[config.mk]
export PLATFORM = sky130hd
export DESIGN_NAME = neuron_event_scheduler_flat
export DESIGN_NICKNAME = d
export VERILOG_FILES = /design/src/rtl/neuron_event_scheduler_if.sv /design/src/rtl/neuron_event_scheduler.sv /design/src/flat_wrapper.sv
export SDC_FILE = /design/constraint.sdc
export NUM_CORES = 1
export LEC_CHECK = 0
export CORE_ASPECT_RATIO = 1.5
export CORE_MARGIN = 2
export CORE_UTILIZATION = 35
export DETAILED_ROUTE_END_ITERATION = 7
export GPL_TIMING_DRIVEN = 0
export HOLD_SLACK_MARGIN = 0.02
export PLACE_DENSITY_LB_ADDON = 0.25
export SLEW_MARGIN = 30
export SYNTH_ARGS = -nofsm -noshare
export SYNTH_HDL_FRONTEND = slang
export SYNTH_SLANG_ARGS = --single-unit
export TNS_END_PERCENT = 5
[constraint.sdc]
create_clock -name clk_i -period 2.5 [get_ports clk_i]
set_clock_uncertainty 0.15 [all_clocks]
set_input_delay 0.375 -clock clk_i [delete_from_list [all_inputs] [get_ports clk_i]]
set_output_delay 0.375 -clock clk_i [all_outputs]
set_load 0.01 [all_outputs]
[src/rtl/neuron_event_scheduler_if.sv]
// Purpose : bundles the AER/request inputs, SRAM strobes and spike outputs of the event scheduler.
// Latency : none, signal container only.
// Backpressure: AER uses valid/ready; time-step and reset requests are single-cycle pulses.
// Ports   : slave = scheduler side (drives strobes, spikes, aer_ready),
//           master = upstream/core side (drives spikes in, requests, core spike flags).
interface neuron_event_scheduler_if #(
   parameter int OUTPUT_NEURON        = 256,
   parameter int POST_NEUR_PARALLEL   = 4,
   parameter int PRE_NEUR_ADDR_WIDTH  = 10,
   parameter int POST_NEUR_ADDR_WIDTH = 10,
   parameter int SYN_ARRAY_ADDR_WIDTH = 16
);
   localparam int GROUPS = OUTPUT_NEURON / POST_NEUR_PARALLEL;
   localparam int GW     = $clog2(GROUPS);

   logic                            aer_valid;
   logic [PRE_NEUR_ADDR_WIDTH-1:0]  aer_addr;
   logic                            aer_ready;
   logic                            tstep_req;
   logic                            tref_req;
   logic [POST_NEUR_PARALLEL-1:0]   neur_event_out;
   logic [PRE_NEUR_ADDR_WIDTH-1:0]  ctrl_pre_neuron_address;
   logic [POST_NEUR_ADDR_WIDTH-1:0] ctrl_post_neuron_address;
   logic                            ctrl_pre_neur_cs;
   logic                            ctrl_pre_neur_we;
   logic                            ctrl_post_neur_cs;
   logic                            ctrl_post_neur_we;
   logic                            ctrl_pre_cnt_en;
   logic                            ctrl_neur_event;
   logic                            ctrl_tstep_event;
   logic                            ctrl_tref_event;
   logic [SYN_ARRAY_ADDR_WIDTH-1:0] syn_addr;
   logic                            spike_valid;
   logic [POST_NEUR_PARALLEL-1:0]   spike_mask;
   logic [GW-1:0]                   spike_group;
   logic                            busy;

   modport slave (
      input  aer_valid, aer_addr, tstep_req, tref_req, neur_event_out,
      output aer_ready, ctrl_pre_neuron_address, ctrl_post_neuron_address,
             ctrl_pre_neur_cs, ctrl_pre_neur_we, ctrl_post_neur_cs, ctrl_post_neur_we,
             ctrl_pre_cnt_en, ctrl_neur_event, ctrl_tstep_event, ctrl_tref_event,
             syn_addr, spike_valid, spike_mask, spike_group, busy
   );

   modport master (
      output aer_valid, aer_addr, tstep_req, tref_req, neur_event_out,
      input  aer_ready, ctrl_pre_neuron_address, ctrl_post_neuron_address,
             ctrl_pre_neur_cs, ctrl_pre_neur_we, ctrl_post_neur_cs, ctrl_post_neur_we,
             ctrl_pre_cnt_en, ctrl_neur_event, ctrl_tstep_event, ctrl_tref_event,
             syn_addr, spike_valid, spike_mask, spike_group, busy
   );
endinterface

[src/rtl/neuron_event_scheduler.sv]
// Purpose : sequences pre-counter / post-state SRAM sweeps for AER spikes, time steps and resets.
// Latency : AER 2+2*GROUPS cycles, TSTEP 2*GROUPS, TREF INPUT_NEURON+2*GROUPS; spikes out 1 cycle after WR.
// Backpressure: aer_ready only in IDLE with no pending request; TSTEP/TREF pulses held as sticky flags.
// Ports   : clk_i, rst_n_i (async active-low), bus (slave modport of neuron_event_scheduler_if).
module neuron_event_scheduler #(
   parameter int INPUT_NEURON         = 784,
   parameter int OUTPUT_NEURON        = 256,
   parameter int POST_NEUR_PARALLEL   = 4,
   parameter int PRE_NEUR_ADDR_WIDTH  = 10,
   parameter int POST_NEUR_ADDR_WIDTH = 10,
   parameter int SYN_ARRAY_ADDR_WIDTH = 16
) (
   input logic                     clk_i,
   input logic                     rst_n_i,
   neuron_event_scheduler_if.slave bus
);
   localparam int GROUPS = OUTPUT_NEURON / POST_NEUR_PARALLEL;
   localparam int GW     = $clog2(GROUPS);
   localparam int BW     = $clog2(POST_NEUR_PARALLEL);

   typedef enum logic [3:0] {
      S_IDLE, S_PRE_RD, S_PRE_WR, S_POST_RD, S_POST_WR,
      S_TS_RD, S_TS_WR, S_TR_PRE, S_TR_RD, S_TR_WR
   } state_t;

   state_t                          state_q, state_d;
   logic [PRE_NEUR_ADDR_WIDTH-1:0]  addr_q, addr_d;
   logic [PRE_NEUR_ADDR_WIDTH-1:0]  pre_cnt_q, pre_cnt_d;
   logic [GW-1:0]                   grp_q, grp_d;
   logic                            tstep_pend_q, tstep_pend_d;
   logic                            tref_pend_q, tref_pend_d;
   logic                            out_en_q;
   logic                            spike_valid_q, spike_valid_d;
   logic [POST_NEUR_PARALLEL-1:0]   spike_mask_q, spike_mask_d;
   logic [GW-1:0]                   spike_group_q, spike_group_d;

   logic last_grp, last_pre, aer_ready, capture;

   assign last_grp = (grp_q == GW'(GROUPS - 1));
   assign last_pre = (pre_cnt_q == PRE_NEUR_ADDR_WIDTH'(INPUT_NEURON - 1));
   // out_en_q keeps aer_ready low while reset is asserted and rises on the first clock after release.
   assign aer_ready = out_en_q && (state_q == S_IDLE) && !tstep_pend_q && !tref_pend_q;
   // Reset sweeps never report spikes, only the synaptic and time-step write cycles do.
   assign capture = ((state_q == S_POST_WR) || (state_q == S_TS_WR)) && (|bus.neur_event_out);

   // State and datapath registers
   always_ff @(posedge clk_i or negedge rst_n_i) begin
      if (!rst_n_i) begin
         state_q       <= S_IDLE;
         addr_q        <= '0;
         pre_cnt_q     <= '0;
         grp_q         <= '0;
         tstep_pend_q  <= 1'b0;
         tref_pend_q   <= 1'b0;
         out_en_q      <= 1'b0;
         spike_valid_q <= 1'b0;
         spike_mask_q  <= '0;
         spike_group_q <= '0;
      end else begin
         state_q       <= state_d;
         addr_q        <= addr_d;
         pre_cnt_q     <= pre_cnt_d;
         grp_q         <= grp_d;
         tstep_pend_q  <= tstep_pend_d;
         tref_pend_q   <= tref_pend_d;
         out_en_q      <= 1'b1;
         spike_valid_q <= spike_valid_d;
         spike_mask_q  <= spike_mask_d;
         spike_group_q <= spike_group_d;
      end
   end

   // Next-state logic
   always_comb begin
      state_d       = state_q;
      addr_d        = addr_q;
      pre_cnt_d     = pre_cnt_q;
      grp_d         = grp_q;
      tstep_pend_d  = tstep_pend_q | bus.tstep_req;
      tref_pend_d   = tref_pend_q | bus.tref_req;
      spike_valid_d = capture;
      spike_mask_d  = capture ? bus.neur_event_out : spike_mask_q;
      spike_group_d = capture ? grp_q : spike_group_q;
      case (state_q)
         S_IDLE: begin
            // A pulse landing on the start edge is absorbed: the flag is simply cleared.
            if (tref_pend_q) begin
               state_d     = S_TR_PRE;
               tref_pend_d = 1'b0;
               pre_cnt_d   = '0;
            end else if (tstep_pend_q) begin
               state_d      = S_TS_RD;
               tstep_pend_d = 1'b0;
               grp_d        = '0;
            end else if (bus.aer_valid && aer_ready) begin
               state_d = S_PRE_RD;
               addr_d  = bus.aer_addr;
               grp_d   = '0;
            end
         end
         S_PRE_RD:  state_d = S_PRE_WR;
         S_PRE_WR:  state_d = S_POST_RD;
         S_POST_RD: state_d = S_POST_WR;
         S_TS_RD:   state_d = S_TS_WR;
         S_TR_RD:   state_d = S_TR_WR;
         S_TR_PRE: begin
            pre_cnt_d = pre_cnt_q + PRE_NEUR_ADDR_WIDTH'(1);
            if (last_pre) begin
               state_d   = S_TR_RD;
               pre_cnt_d = '0;
               grp_d     = '0;
            end
         end
         S_POST_WR, S_TS_WR, S_TR_WR: begin
            // Single pass over the groups: the last write returns to IDLE instead of wrapping.
            if (last_grp) begin
               state_d = S_IDLE;
               grp_d   = '0;
            end else begin
               grp_d   = grp_q + GW'(1);
               state_d = (state_q == S_POST_WR) ? S_POST_RD :
                         (state_q == S_TS_WR)   ? S_TS_RD : S_TR_RD;
            end
         end
         default: state_d = S_IDLE;
      endcase
   end

   // Output decode
   always_comb begin
      bus.aer_ready                = aer_ready;
      bus.busy                     = (state_q != S_IDLE);
      bus.ctrl_pre_neuron_address  = '0;
      bus.ctrl_pre_neur_cs         = 1'b0;
      bus.ctrl_pre_neur_we         = 1'b0;
      bus.ctrl_pre_cnt_en          = 1'b0;
      bus.ctrl_post_neur_cs        = 1'b0;
      bus.ctrl_post_neur_we        = 1'b0;
      bus.ctrl_neur_event          = 1'b0;
      bus.ctrl_tstep_event         = 1'b0;
      bus.ctrl_tref_event          = 1'b0;
      // One SRAM word holds POST_NEUR_PARALLEL neurons, so the word index sits above the lane bits.
      bus.ctrl_post_neuron_address = POST_NEUR_ADDR_WIDTH'({grp_q, {BW{1'b0}}});
      bus.syn_addr                 = SYN_ARRAY_ADDR_WIDTH'(addr_q) * SYN_ARRAY_ADDR_WIDTH'(GROUPS)
                                     + SYN_ARRAY_ADDR_WIDTH'(grp_q);
      bus.spike_valid              = spike_valid_q;
      bus.spike_mask               = spike_mask_q;
      bus.spike_group              = spike_group_q;
      case (state_q)
         S_PRE_RD: begin
            bus.ctrl_pre_neuron_address = addr_q;
            bus.ctrl_pre_neur_cs        = 1'b1;
         end
         S_PRE_WR: begin
            bus.ctrl_pre_neuron_address = addr_q;
            bus.ctrl_pre_neur_cs        = 1'b1;
            bus.ctrl_pre_neur_we        = 1'b1;
            bus.ctrl_pre_cnt_en         = 1'b1;
         end
         S_POST_RD: bus.ctrl_post_neur_cs = 1'b1;
         S_POST_WR: begin
            bus.ctrl_post_neur_cs = 1'b1;
            bus.ctrl_post_neur_we = 1'b1;
            bus.ctrl_neur_event   = 1'b1;
         end
         S_TS_RD: begin
            bus.ctrl_post_neur_cs = 1'b1;
            bus.ctrl_tstep_event  = 1'b1;
         end
         S_TS_WR: begin
            bus.ctrl_post_neur_cs = 1'b1;
            bus.ctrl_post_neur_we = 1'b1;
            bus.ctrl_tstep_event  = 1'b1;
         end
         S_TR_PRE: begin
            bus.ctrl_pre_neuron_address = pre_cnt_q;
            bus.ctrl_pre_neur_cs        = 1'b1;
            bus.ctrl_pre_neur_we        = 1'b1;
            bus.ctrl_tref_event         = 1'b1;
         end
         S_TR_RD: begin
            bus.ctrl_post_neur_cs = 1'b1;
            bus.ctrl_tref_event   = 1'b1;
         end
         S_TR_WR: begin
            bus.ctrl_post_neur_cs = 1'b1;
            bus.ctrl_post_neur_we = 1'b1;
            bus.ctrl_tref_event   = 1'b1;
         end
         default: ;
      endcase
   end
endmodule

[src/flat_wrapper.sv]
// flat-port wrapper written by rule: the top's interface ports become plain ports
module neuron_event_scheduler_flat 
#(
   parameter int INPUT_NEURON         = 784,
   parameter int OUTPUT_NEURON        = 256,
   parameter int POST_NEUR_PARALLEL   = 4,
   parameter int PRE_NEUR_ADDR_WIDTH  = 10,
   parameter int POST_NEUR_ADDR_WIDTH = 10,
   parameter int SYN_ARRAY_ADDR_WIDTH = 16
)
  (clk_i, rst_n_i, bus_aer_valid, bus_aer_addr, bus_tstep_req, bus_tref_req, bus_neur_event_out, bus_aer_ready, bus_ctrl_pre_neuron_address, bus_ctrl_post_neuron_address, bus_ctrl_pre_neur_cs, bus_ctrl_pre_neur_we, bus_ctrl_post_neur_cs, bus_ctrl_post_neur_we, bus_ctrl_pre_cnt_en, bus_ctrl_neur_event, bus_ctrl_tstep_event, bus_ctrl_tref_event, bus_syn_addr, bus_spike_valid, bus_spike_mask, bus_spike_group, bus_busy);
  neuron_event_scheduler_if #(.OUTPUT_NEURON(OUTPUT_NEURON), .POST_NEUR_PARALLEL(POST_NEUR_PARALLEL), .PRE_NEUR_ADDR_WIDTH(PRE_NEUR_ADDR_WIDTH), .POST_NEUR_ADDR_WIDTH(POST_NEUR_ADDR_WIDTH), .SYN_ARRAY_ADDR_WIDTH(SYN_ARRAY_ADDR_WIDTH)) bus_i ();
  input logic clk_i;
  input logic rst_n_i;
  input wire logic [$bits(bus_i.aer_valid)-1:0] bus_aer_valid;
  input wire logic [$bits(bus_i.aer_addr)-1:0] bus_aer_addr;
  input wire logic [$bits(bus_i.tstep_req)-1:0] bus_tstep_req;
  input wire logic [$bits(bus_i.tref_req)-1:0] bus_tref_req;
  input wire logic [$bits(bus_i.neur_event_out)-1:0] bus_neur_event_out;
  output wire logic [$bits(bus_i.aer_ready)-1:0] bus_aer_ready;
  output wire logic [$bits(bus_i.ctrl_pre_neuron_address)-1:0] bus_ctrl_pre_neuron_address;
  output wire logic [$bits(bus_i.ctrl_post_neuron_address)-1:0] bus_ctrl_post_neuron_address;
  output wire logic [$bits(bus_i.ctrl_pre_neur_cs)-1:0] bus_ctrl_pre_neur_cs;
  output wire logic [$bits(bus_i.ctrl_pre_neur_we)-1:0] bus_ctrl_pre_neur_we;
  output wire logic [$bits(bus_i.ctrl_post_neur_cs)-1:0] bus_ctrl_post_neur_cs;
  output wire logic [$bits(bus_i.ctrl_post_neur_we)-1:0] bus_ctrl_post_neur_we;
  output wire logic [$bits(bus_i.ctrl_pre_cnt_en)-1:0] bus_ctrl_pre_cnt_en;
  output wire logic [$bits(bus_i.ctrl_neur_event)-1:0] bus_ctrl_neur_event;
  output wire logic [$bits(bus_i.ctrl_tstep_event)-1:0] bus_ctrl_tstep_event;
  output wire logic [$bits(bus_i.ctrl_tref_event)-1:0] bus_ctrl_tref_event;
  output wire logic [$bits(bus_i.syn_addr)-1:0] bus_syn_addr;
  output wire logic [$bits(bus_i.spike_valid)-1:0] bus_spike_valid;
  output wire logic [$bits(bus_i.spike_mask)-1:0] bus_spike_mask;
  output wire logic [$bits(bus_i.spike_group)-1:0] bus_spike_group;
  output wire logic [$bits(bus_i.busy)-1:0] bus_busy;
  assign bus_i.aer_valid = bus_aer_valid;
  assign bus_i.aer_addr = bus_aer_addr;
  assign bus_i.tstep_req = bus_tstep_req;
  assign bus_i.tref_req = bus_tref_req;
  assign bus_i.neur_event_out = bus_neur_event_out;
  assign bus_aer_ready = bus_i.aer_ready;
  assign bus_ctrl_pre_neuron_address = bus_i.ctrl_pre_neuron_address;
  assign bus_ctrl_post_neuron_address = bus_i.ctrl_post_neuron_address;
  assign bus_ctrl_pre_neur_cs = bus_i.ctrl_pre_neur_cs;
  assign bus_ctrl_pre_neur_we = bus_i.ctrl_pre_neur_we;
  assign bus_ctrl_post_neur_cs = bus_i.ctrl_post_neur_cs;
  assign bus_ctrl_post_neur_we = bus_i.ctrl_post_neur_we;
  assign bus_ctrl_pre_cnt_en = bus_i.ctrl_pre_cnt_en;
  assign bus_ctrl_neur_event = bus_i.ctrl_neur_event;
  assign bus_ctrl_tstep_event = bus_i.ctrl_tstep_event;
  assign bus_ctrl_tref_event = bus_i.ctrl_tref_event;
  assign bus_syn_addr = bus_i.syn_addr;
  assign bus_spike_valid = bus_i.spike_valid;
  assign bus_spike_mask = bus_i.spike_mask;
  assign bus_spike_group = bus_i.spike_group;
  assign bus_busy = bus_i.busy;
  neuron_event_scheduler #(.INPUT_NEURON(INPUT_NEURON), .OUTPUT_NEURON(OUTPUT_NEURON), .POST_NEUR_PARALLEL(POST_NEUR_PARALLEL), .PRE_NEUR_ADDR_WIDTH(PRE_NEUR_ADDR_WIDTH), .POST_NEUR_ADDR_WIDTH(POST_NEUR_ADDR_WIDTH), .SYN_ARRAY_ADDR_WIDTH(SYN_ARRAY_ADDR_WIDTH)) u_core (.clk_i(clk_i), .rst_n_i(rst_n_i), .bus(bus_i));
endmodule
======== Word-level counts from Yosys, hierarchy flattened ========
Cells that the tools add are included.
word-level totals
  bits in registers ....................... 44
  logic and storage cells ................. 88
operators by class
  equality and inequality tests ........... 16
  reduce and logical (&&, ||, !) cells .... 24
  muxes and demuxes ....................... 31
  bitwise gates (word level) .............. 4
  $add $sub $neg .......................... 3
operators by type and width
  kind                                                   count
  one-hot mux 10 bit (2 select lines)                    2
  one-hot mux 4 bit (8 select lines)                     1
  two-way mux 6 bit                                      5
  two-way mux 4 bit                                      7
  two-way mux 10 bit                                     2
  one-hot mux 6 bit (3 select lines)                     1
  adder 16 x 6 -> 16 bit                                 1
  == test 4 x 3 -> 1 bit, second input constant          4
  two-way mux 1 bit                                      13
  adder 10 x 1 -> 10 bit, second input constant          1
  == test 10 bit, second input constant                  1
  OR reduction 3 bit                                     3
  == test 4 x 2 -> 1 bit, second input constant          2
  == test 4 bit, second input constant                   2
  AND reduction 4 bit                                    2
  adder 6 x 1 -> 6 bit, second input constant            1
  == test 6 bit, second input constant                   1
  OR reduction 2 bit                                     3
  OR reduction 6 bit                                     1
  logical AND 1 bit                                      5
  == test 4 x 1 -> 1 bit, second input constant          1
  zero test 4 bit                                        1
  inequality test 2 x 1 -> 1 bit, second input constant  2
  inequality test 4 x 2 -> 1 bit, second input constant  1
  11 further kinds                                       15

======== Depth between registers and ports, before layout ========
Gate-level depths: netlist of run 1.
  depth in word-level cells ............... 9
  gate-level depth with buffers ........... 6
  gate-level depth less buffers ........... 5

======== Worst setup path before layout of run 1 ========
OpenSTA, ideal clock, no wires.
  path type ............................... register to output
  start ................................... register u_core.state_q[1]
  end ..................................... output port bus_ctrl_pre_neuron_address[1]
  stages on the path, launching flop included .. 6
  data arrival time ....................... 1.338 ns
  path slack .............................. 0.637 ns
  required time ........................... 1.975 ns
  cell sequence ........................... dfrtp_1 buf_4 and4b_1 clkbuf_1 buf_2 a22o_1
on the way
  word-level cells in the longest chain between the ends .. 3
ends and longest elaborated chain
  what                                                              line                           RTL
  start, declared                                                   neuron_event_scheduler.sv:26   state_t state_q, state_d;
  start signal, assigned                                            neuron_event_scheduler.sv:60   state_q <= state_d;
  == test 4 x 1 -> 1 bit or == test 4 x 2 -> 1 bit (tied branches)  neuron_event_scheduler.sv:149  case (state_q)
  OR reduction 2 bit (no source line)                               -
  one-hot mux 10 bit (2 select lines) (*)                           neuron_event_scheduler.sv:149
  end, declared                                                     flat_wrapper.sv:21             output wire logic [$bits(bus_i.ctrl_pre_neuron_address)-1:0] bus_ctrl_pre_neuron_address;
Mark *: on every way between the ends. The rest lies on a longest branch, timed or not.

======== Worst setup path after layout of run 1 ========
  start ................................... register u_core.state_q[2]
  end ..................................... output port bus_ctrl_pre_neuron_address[1]
Same word-level chain as after synthesis.

==> flow_metrics.env, run 1 <==
export IMPL_status="complete, no violations"
export IMPL_synth_top_cell_by_area="dfrtp_1"
export IMPL_fp_dieW_um=70.8
export IMPL_fin_crit_sh=0.964
export IMPL_routedWlPerCell_um=15.7
export IMPL_cts_buffers=5
export IMPL_synth_seq_area_share=0.470
export IMPL_yosys_register_bits=44
export IMPL_grt_overflow=0
export IMPL_layout_commonest_cell="clkdlybuf4s50_1"
export IMPL_floorplan_initialDensity=0.361
export IMPL_ir_drop_mv=0.612
export IMPL_grt_start_max_net_pins=45
export IMPL_antenna_cells=0
export IMPL_worstMarginPinSlew_ns=0.677
export IMPL_gp_congestion=0.828
export IMPL_clkLatencyLatePin_ns=0.30
export IMPL_vias=2033
export IMPL_cts_buffer_depth=2
export IMPL_setup_tns_ns=0
export IMPL_synth_area_leaders="dfrtp_1 (47%), mux2_2 (9.1%), a22o_1 (4.1%)"
export IMPL_wl_mm=6.11
export IMPL_cellPowerDensity_mw_per_mm2=1060
export IMPL_syn_area_mm2=0.00234
export IMPL_utilization=0.515
export IMPL_worstPathArrival_ns=1.89
export IMPL_hp_class="reg -> reg"
export IMPL_dieArea_mm2=0.00737
export IMPL_cts_tree="built"
export IMPL_die_h_um=104
export IMPL_fin_nets=334
export IMPL_grt_usage=0.168
export IMPL_grt_antenna_before_repair=0
export IMPL_clk_pin_slew_ns=0.09
export IMPL_n_fill_cell=623
export IMPL_dr_pass1_iters=4
export IMPL_ys_types=45
export IMPL_finalSetupViolations=0
export IMPL_critPathCaptureType="output port"
export IMPL_clock_sinks=44
export IMPL_drc=0
export IMPL_routed_via_density=5.23
export IMPL_dr_first_iter_drc_count=105
export IMPL_ctsRootBufferMaster="clkbuf_8"
export IMPL_dp_hpwl_mm=4.22
export IMPL_antenna_left=0
export IMPL_cp_required_ns=1.98
export IMPL_cp_start_kind="register"
export IMPL_crit_type="reg -> out"
export IMPL_rrSetupSlack_ns=0.28
export IMPL_pin_count=76
export IMPL_netlist_instances=224
export IMPL_first_global_vias=1990
export IMPL_syn_area_per_cell_um2=10.5
export IMPL_rsz0062_at_grt="false"
export IMPL_hold_ws_ns=0.363
export IMPL_placement_io_buffers=71
export IMPL_yosys_warnings=0
export IMPL_leakagePower_nw=1.57
export IMPL_htreeDepth=2
export IMPL_slew_violations=0
export IMPL_timing_max_cap_violations=0
export IMPL_num_rows=36
export IMPL_grt_pass1_wl_mm=10.0
export IMPL_yosysTopAreaCellShare=0.470
export IMPL_fin_crit_ns=2.41
export IMPL_crit_fanout=10
export IMPL_drive_above_1_share=0.227
export IMPL_core_mm2=0.00649
export IMPL_relSlewSlack=0.544
export IMPL_hold_viol_final=0
export IMPL_area_growth_pct=42.7
export IMPL_final_cell_mix="clkdlybuf4s50_1 (53), dfrtp_1 (43), buf_4 (23), mux2_2 (19), o21ai_0 (16)"
export IMPL_max_freq_mhz=415
[synthesized netlist by cell type (all sizes together)]
cell      n
a41o      1
conb      2
clkbuf    6
o211ai    2
nand4     1
nor3b     1
nor2      9
and4b     1
o2bb2ai   1
nor4      3
a311oi    1
mux2     19
nor2b     1
nand2b    2
or2       1
dfrtp    44
nand4b    1
a21oi     8
o311a     1
o31ai     1
o21ai    16
a22o     11
mux2i     2
a41oi     5
and3      6
nand2    13
inv       9
o311ai    1
or3       1
nor3      5
ha        2
nand3    12
buf      17
a31o      2
o21a      1
xnor2     3
and2      2
a31oi    10
[timing repair]
item                                    4_1_cts  5_1_grt
pin swaps                                     3        3
setup buffers                                 5        2
endpoints found under the setup margin       17       13
hold buffers                                  1        0
gates cloned                                  1        0
gates resized for setup                      28        8
hold endpoints to repair                     44        0
[through the flow]
step                area, um2  power (mW)  setup WS [ns]  cells
CTS                      3310        3.55         -0.159    387
floorplan                2350        2.15          0.637    227
finish                   3340        3.54         0.0897    389
detailed placement       3160        2.98         -0.143    374
global placement         3160        2.97         -0.381    374
global route             3340        3.78        0.00760    389
[power breakdown]
part	internal [mW]	total, mW	switching (mW)
clock network	0.190	0.444	0.255
registers	0.900	1.09	0.189
logic	1.00	2.00	1.00
total	2.09	3.54	1.44
[registers in the layout, summed over array words and instances, names as in the netlist]
signal	count
u_core.addr_q	10
u_core.pre_cnt_q	10
u_core.bus.spike_group	6
u_core.grp_q	6
u_core.bus.spike_mask	4
u_core.state_q	4
u_core.bus.spike_valid	1
u_core.out_en_q	1
u_core.tref_pend_q	1
u_core.tstep_pend_q	1
[logic make-up after synthesis]
family	after synthesis	share of synthesized area
compound gates	61	0.181
simple gates	59	0.150
flops	44	0.470
buf+inv	32	0.0732
mux	21	0.0999
xor+xnor	3	0.0112
fa+ha+maj	2	0.0107
other cells	2	0.00321
[path summary, 6_finish.rpt]
kind | startpoint | to | cells after the start
max in group asynchronous | rst_n_i | u_core.state_q[0]$_DFFE_PN0P_ | 2
min in group asynchronous | rst_n_i | u_core.tref_pend_q$_DFF_PN0_ | 2
max reg2reg | u_core.pre_cnt_q[0]$_DFFE_PN0P_ | u_core.grp_q[3]$_DFFE_PN0P_ | 6
max | u_core.state_q[2]$_DFFE_PN0P_ | bus_ctrl_pre_neuron_address[1] | 5
min reg2reg | u_core.bus.spike_mask[2]$_DFFE_PN0P_ | u_core.bus.spike_mask[2]$_DFFE_PN0P_ | 1
min | u_core.bus.spike_mask[2]$_DFFE_PN0P_ | u_core.bus.spike_mask[2]$_DFFE_PN0P_ | 1
[per-layer routing]
metal | wire [um] | GRT usage | up-vias
met2 | 3050 | 0.280 | 73
met4 | 135 | 0.0687 | 0
li1 | - | - | 985
met3 | 415 | 0.0397 | 10
met1 | 2500 | 0.207 | 965
met5 | 0 | 0 | -
[critical path, stage by stage, from the launching register on]
cell and delay (ns):
dfrtp_1 0.43, buf_6 0.17, and4b_2 0.28, buf_4 0.19, a22o_1 0.24, dlygate4sd2_1 0.28
[area by class of cell]
cell class | instances | area (um2) | area share
clock buffers | 5 | 68.8 | 0.0206
plain buffers | 22 | 151 | 0.0453
clock inverters | 2 | 12.5 | 0.00375
flip-flops and latches | 44 | 1100 | 0.330
multi-input cells | 151 | 1110 | 0.333
repair buffers | 80 | 764 | 0.229
well taps | 76 | 95.1 | 0.0285
inverters | 9 | 33.8 | 0.0101
No activity file was read; power rests on OpenSTA's default activity.
==> inputs of run 2 (changes only) <==
ABC_CLOCK_PERIOD_IN_PS = 2500   (was not set)
CORE_UTILIZATION = 30   (was 35)
GPL_ROUTABILITY_DRIVEN = 0   (was not set)
==> flow_metrics.env, run 2 (same netlist as run 1, synthesis figures left out) <==
export IMPL_cts_buffer_depth=2
export IMPL_rsz0062_at_grt="true"
export IMPL_grt_overflow=0
export IMPL_instances_no_fill=414
export IMPL_final_cell_mix="clkdlybuf4s50_1 (57), dfrtp_1 (40), buf_4 (21), mux2_2 (19), o21ai_0 (16)"
export IMPL_hp_class="reg -> reg"
export IMPL_antenna_left=0
export IMPL_crit_path_top_delay_cell="clkdlybuf4s50_1"
export IMPL_crit_fanout=3
export IMPL_pin_count=76
export IMPL_routedWlPerCell_um=15.2
export IMPL_cts_buffers=5
export IMPL_fin_nets=333
export IMPL_critPathCaptureType="output port"
export IMPL_slowest_delay_ns=0.54
export IMPL_ctsRootBufferMaster="clkbuf_16"
export IMPL_first_global_vias=2109
export IMPL_dr_first_iter_drc_count=124
export IMPL_floorplan_initialDensity=0.308
export IMPL_layout_commonest_cell="clkdlybuf4s50_1"
export IMPL_cellPowerDensity_mw_per_mm2=1140
export IMPL_drive_above_1_share=0.237
export IMPL_fin_crit_ns=2.59
export IMPL_dp_hpwl_mm=4.37
export IMPL_cp_required_ns=1.98
export IMPL_post_route_cell_area_mm2=0.00349
export IMPL_reg_top3="u_core.addr_q x10, u_core.pre_cnt_q x10"
export IMPL_antenna_cells=0
export IMPL_status="finished with violations"
export IMPL_core_mm2=0.00761
export IMPL_drc=0
export IMPL_grt_antenna_before_repair=0
export IMPL_violations="setup timing"
export IMPL_grt_pass1_wl_mm=10.6
export IMPL_cp_start_kind="register"
export IMPL_timing_max_cap_violations=0
export IMPL_placedCellCount=400
export IMPL_clkLatencyLatePin_ns=0.28
export IMPL_htreeDepth=2
export IMPL_worstPathArrival_ns=2.07
export IMPL_area_growth_pct=49.1
export IMPL_grt_usage=0.152
export IMPL_grt_start_max_net_pins=45
export IMPL_die_h_um=112
export IMPL_hold_viol_final=0
export IMPL_max_freq_mhz=386
export IMPL_finalSetupViolations=1
export IMPL_fin_crit_sh=1.04
export IMPL_worstMarginPinSlew_ns=0.628
export IMPL_slew_violations=0
export IMPL_ir_drop_mv=0.617
export IMPL_crit_type="reg -> out"
export IMPL_placed_area_mm2=0.00319
export IMPL_routed_via_density=4.98
export IMPL_wl_mm=6.29
export IMPL_dieArea_mm2=0.00854
export IMPL_clk_pin_slew_ns=0.06
export IMPL_n_fill_cell=775
export IMPL_cts_tree="built"
export IMPL_path_cells="nor4_4, inv_2, nor3_4, and2_1, clkdlybuf4s50_1"
export IMPL_placement_io_buffers=71
export IMPL_dr_pass1_iters=4
export IMPL_relSlewSlack=0.577
export IMPL_vias=2063
export IMPL_setup_slack_ns=-0.0930
export IMPL_finalPower_mw=3.99
export IMPL_clock_sinks=44
export IMPL_path_buf_inv=2
export IMPL_place_ws_ns=-0.265
export IMPL_crit_family="simple AND/OR/NAND/NOR gates"
export IMPL_leakagePower_nw=1.62
export IMPL_num_rows=39
export IMPL_fp_dieW_um=76.1
## run 2: changes by cell type in the layout (fill, tap and decap cells not counted), sizes merged
cell and change:
dlygate4sd2 -7, clkdlybuf4s50 +4, bufinv +2, clkbuf -2
dlymetal6s2s +2, buf +1, clkdlybuf4s15 +1, clkinv -1
clkinvlp -1
## run 2: worst paths after layout
kind / from / endpoint / slack, ns / cells past startpoint
hold reg to reg: u_core.bus.spike_group[0]$_DFFE_PN0P_ / u_core.bus.spike_group[0]$_DFFE_PN0P_ / 0.36 / 1
max in group asynchronous: rst_n_i / u_core.state_q[3]$_DFFE_PN0P_ / 1.30 / 2
hold / removal: u_core.bus.spike_group[0]$_DFFE_PN0P_ / u_core.bus.spike_group[0]$_DFFE_PN0P_ / 0.36 / 1
setup / recovery: u_core.state_q[2]$_DFFE_PN0P_ / bus_aer_ready / -0.09 / 5
setup reg to reg: u_core.pre_cnt_q[0]$_DFFE_PN0P_ / u_core.grp_q[5]$_DFFE_PN0P_ / 0.29 / 6
min in group asynchronous: rst_n_i / u_core.tref_pend_q$_DFF_PN0_ / 0.50 / 2
## run 2: routing by layer
layer	up-vias	wire length (um)	track usage	share of wire
li1	982	-	-	-
met1	991	2480	0.181	0.39
met2	79	3260	0.271	0.52
met3	11	432	0.0322	0.069
met4	0	114	0.0521	0.018
met5	-	0	0	0
## run 2: power by group
group / switching [mW] / internal (mW)
Combinational: 1.00 / 1.05
Sequential: 0.201 / 0.907
Clock: 0.265 / 0.567
Total: 1.47 / 2.52
## run 2: repair_timing
| action | 4_1_cts | 5_1_grt |
|---|---|---|
| endpoints found under the hold margin | 44 | 0 |
| resized for setup | 22 | 16 |
| buffers inserted | 6 | 0 |
| pin swaps | 3 | 0 |
| hold buffers | 1 | 0 |
| gates cloned | 1 | 0 |
| setup endpoints to repair | 15 | 11 |
## run 2: layout make-up
class / count / area (um2) / share of cell area
Multi-Input combinational cell: 151 / 1120 / 0.320
Clock buffer: 5 / 125 / 0.0358
Sequential cell: 44 / 1110 / 0.317
Timing Repair Buffer: 79 / 771 / 0.221
Tap cell: 102 / 128 / 0.0366
Clock inverter: 2 / 60.1 / 0.0172
Inverter: 9 / 33.8 / 0.00968
Buffer: 22 / 150 / 0.0430
## run 2: per-stage QoR
stage / hold slack, ns / TNS [ns] / utilization
floorplan: -0.0706 / 0 / -
global placement: 0.341 / -20.47 / 0.419
detailed placement: 0.273 / -2.03 / 0.419
CTS: 0.364 / -0.670 / 0.455
global route: 0.390 / -0.194 / 0.459
finish: 0.359 / -0.0930 / 0.459
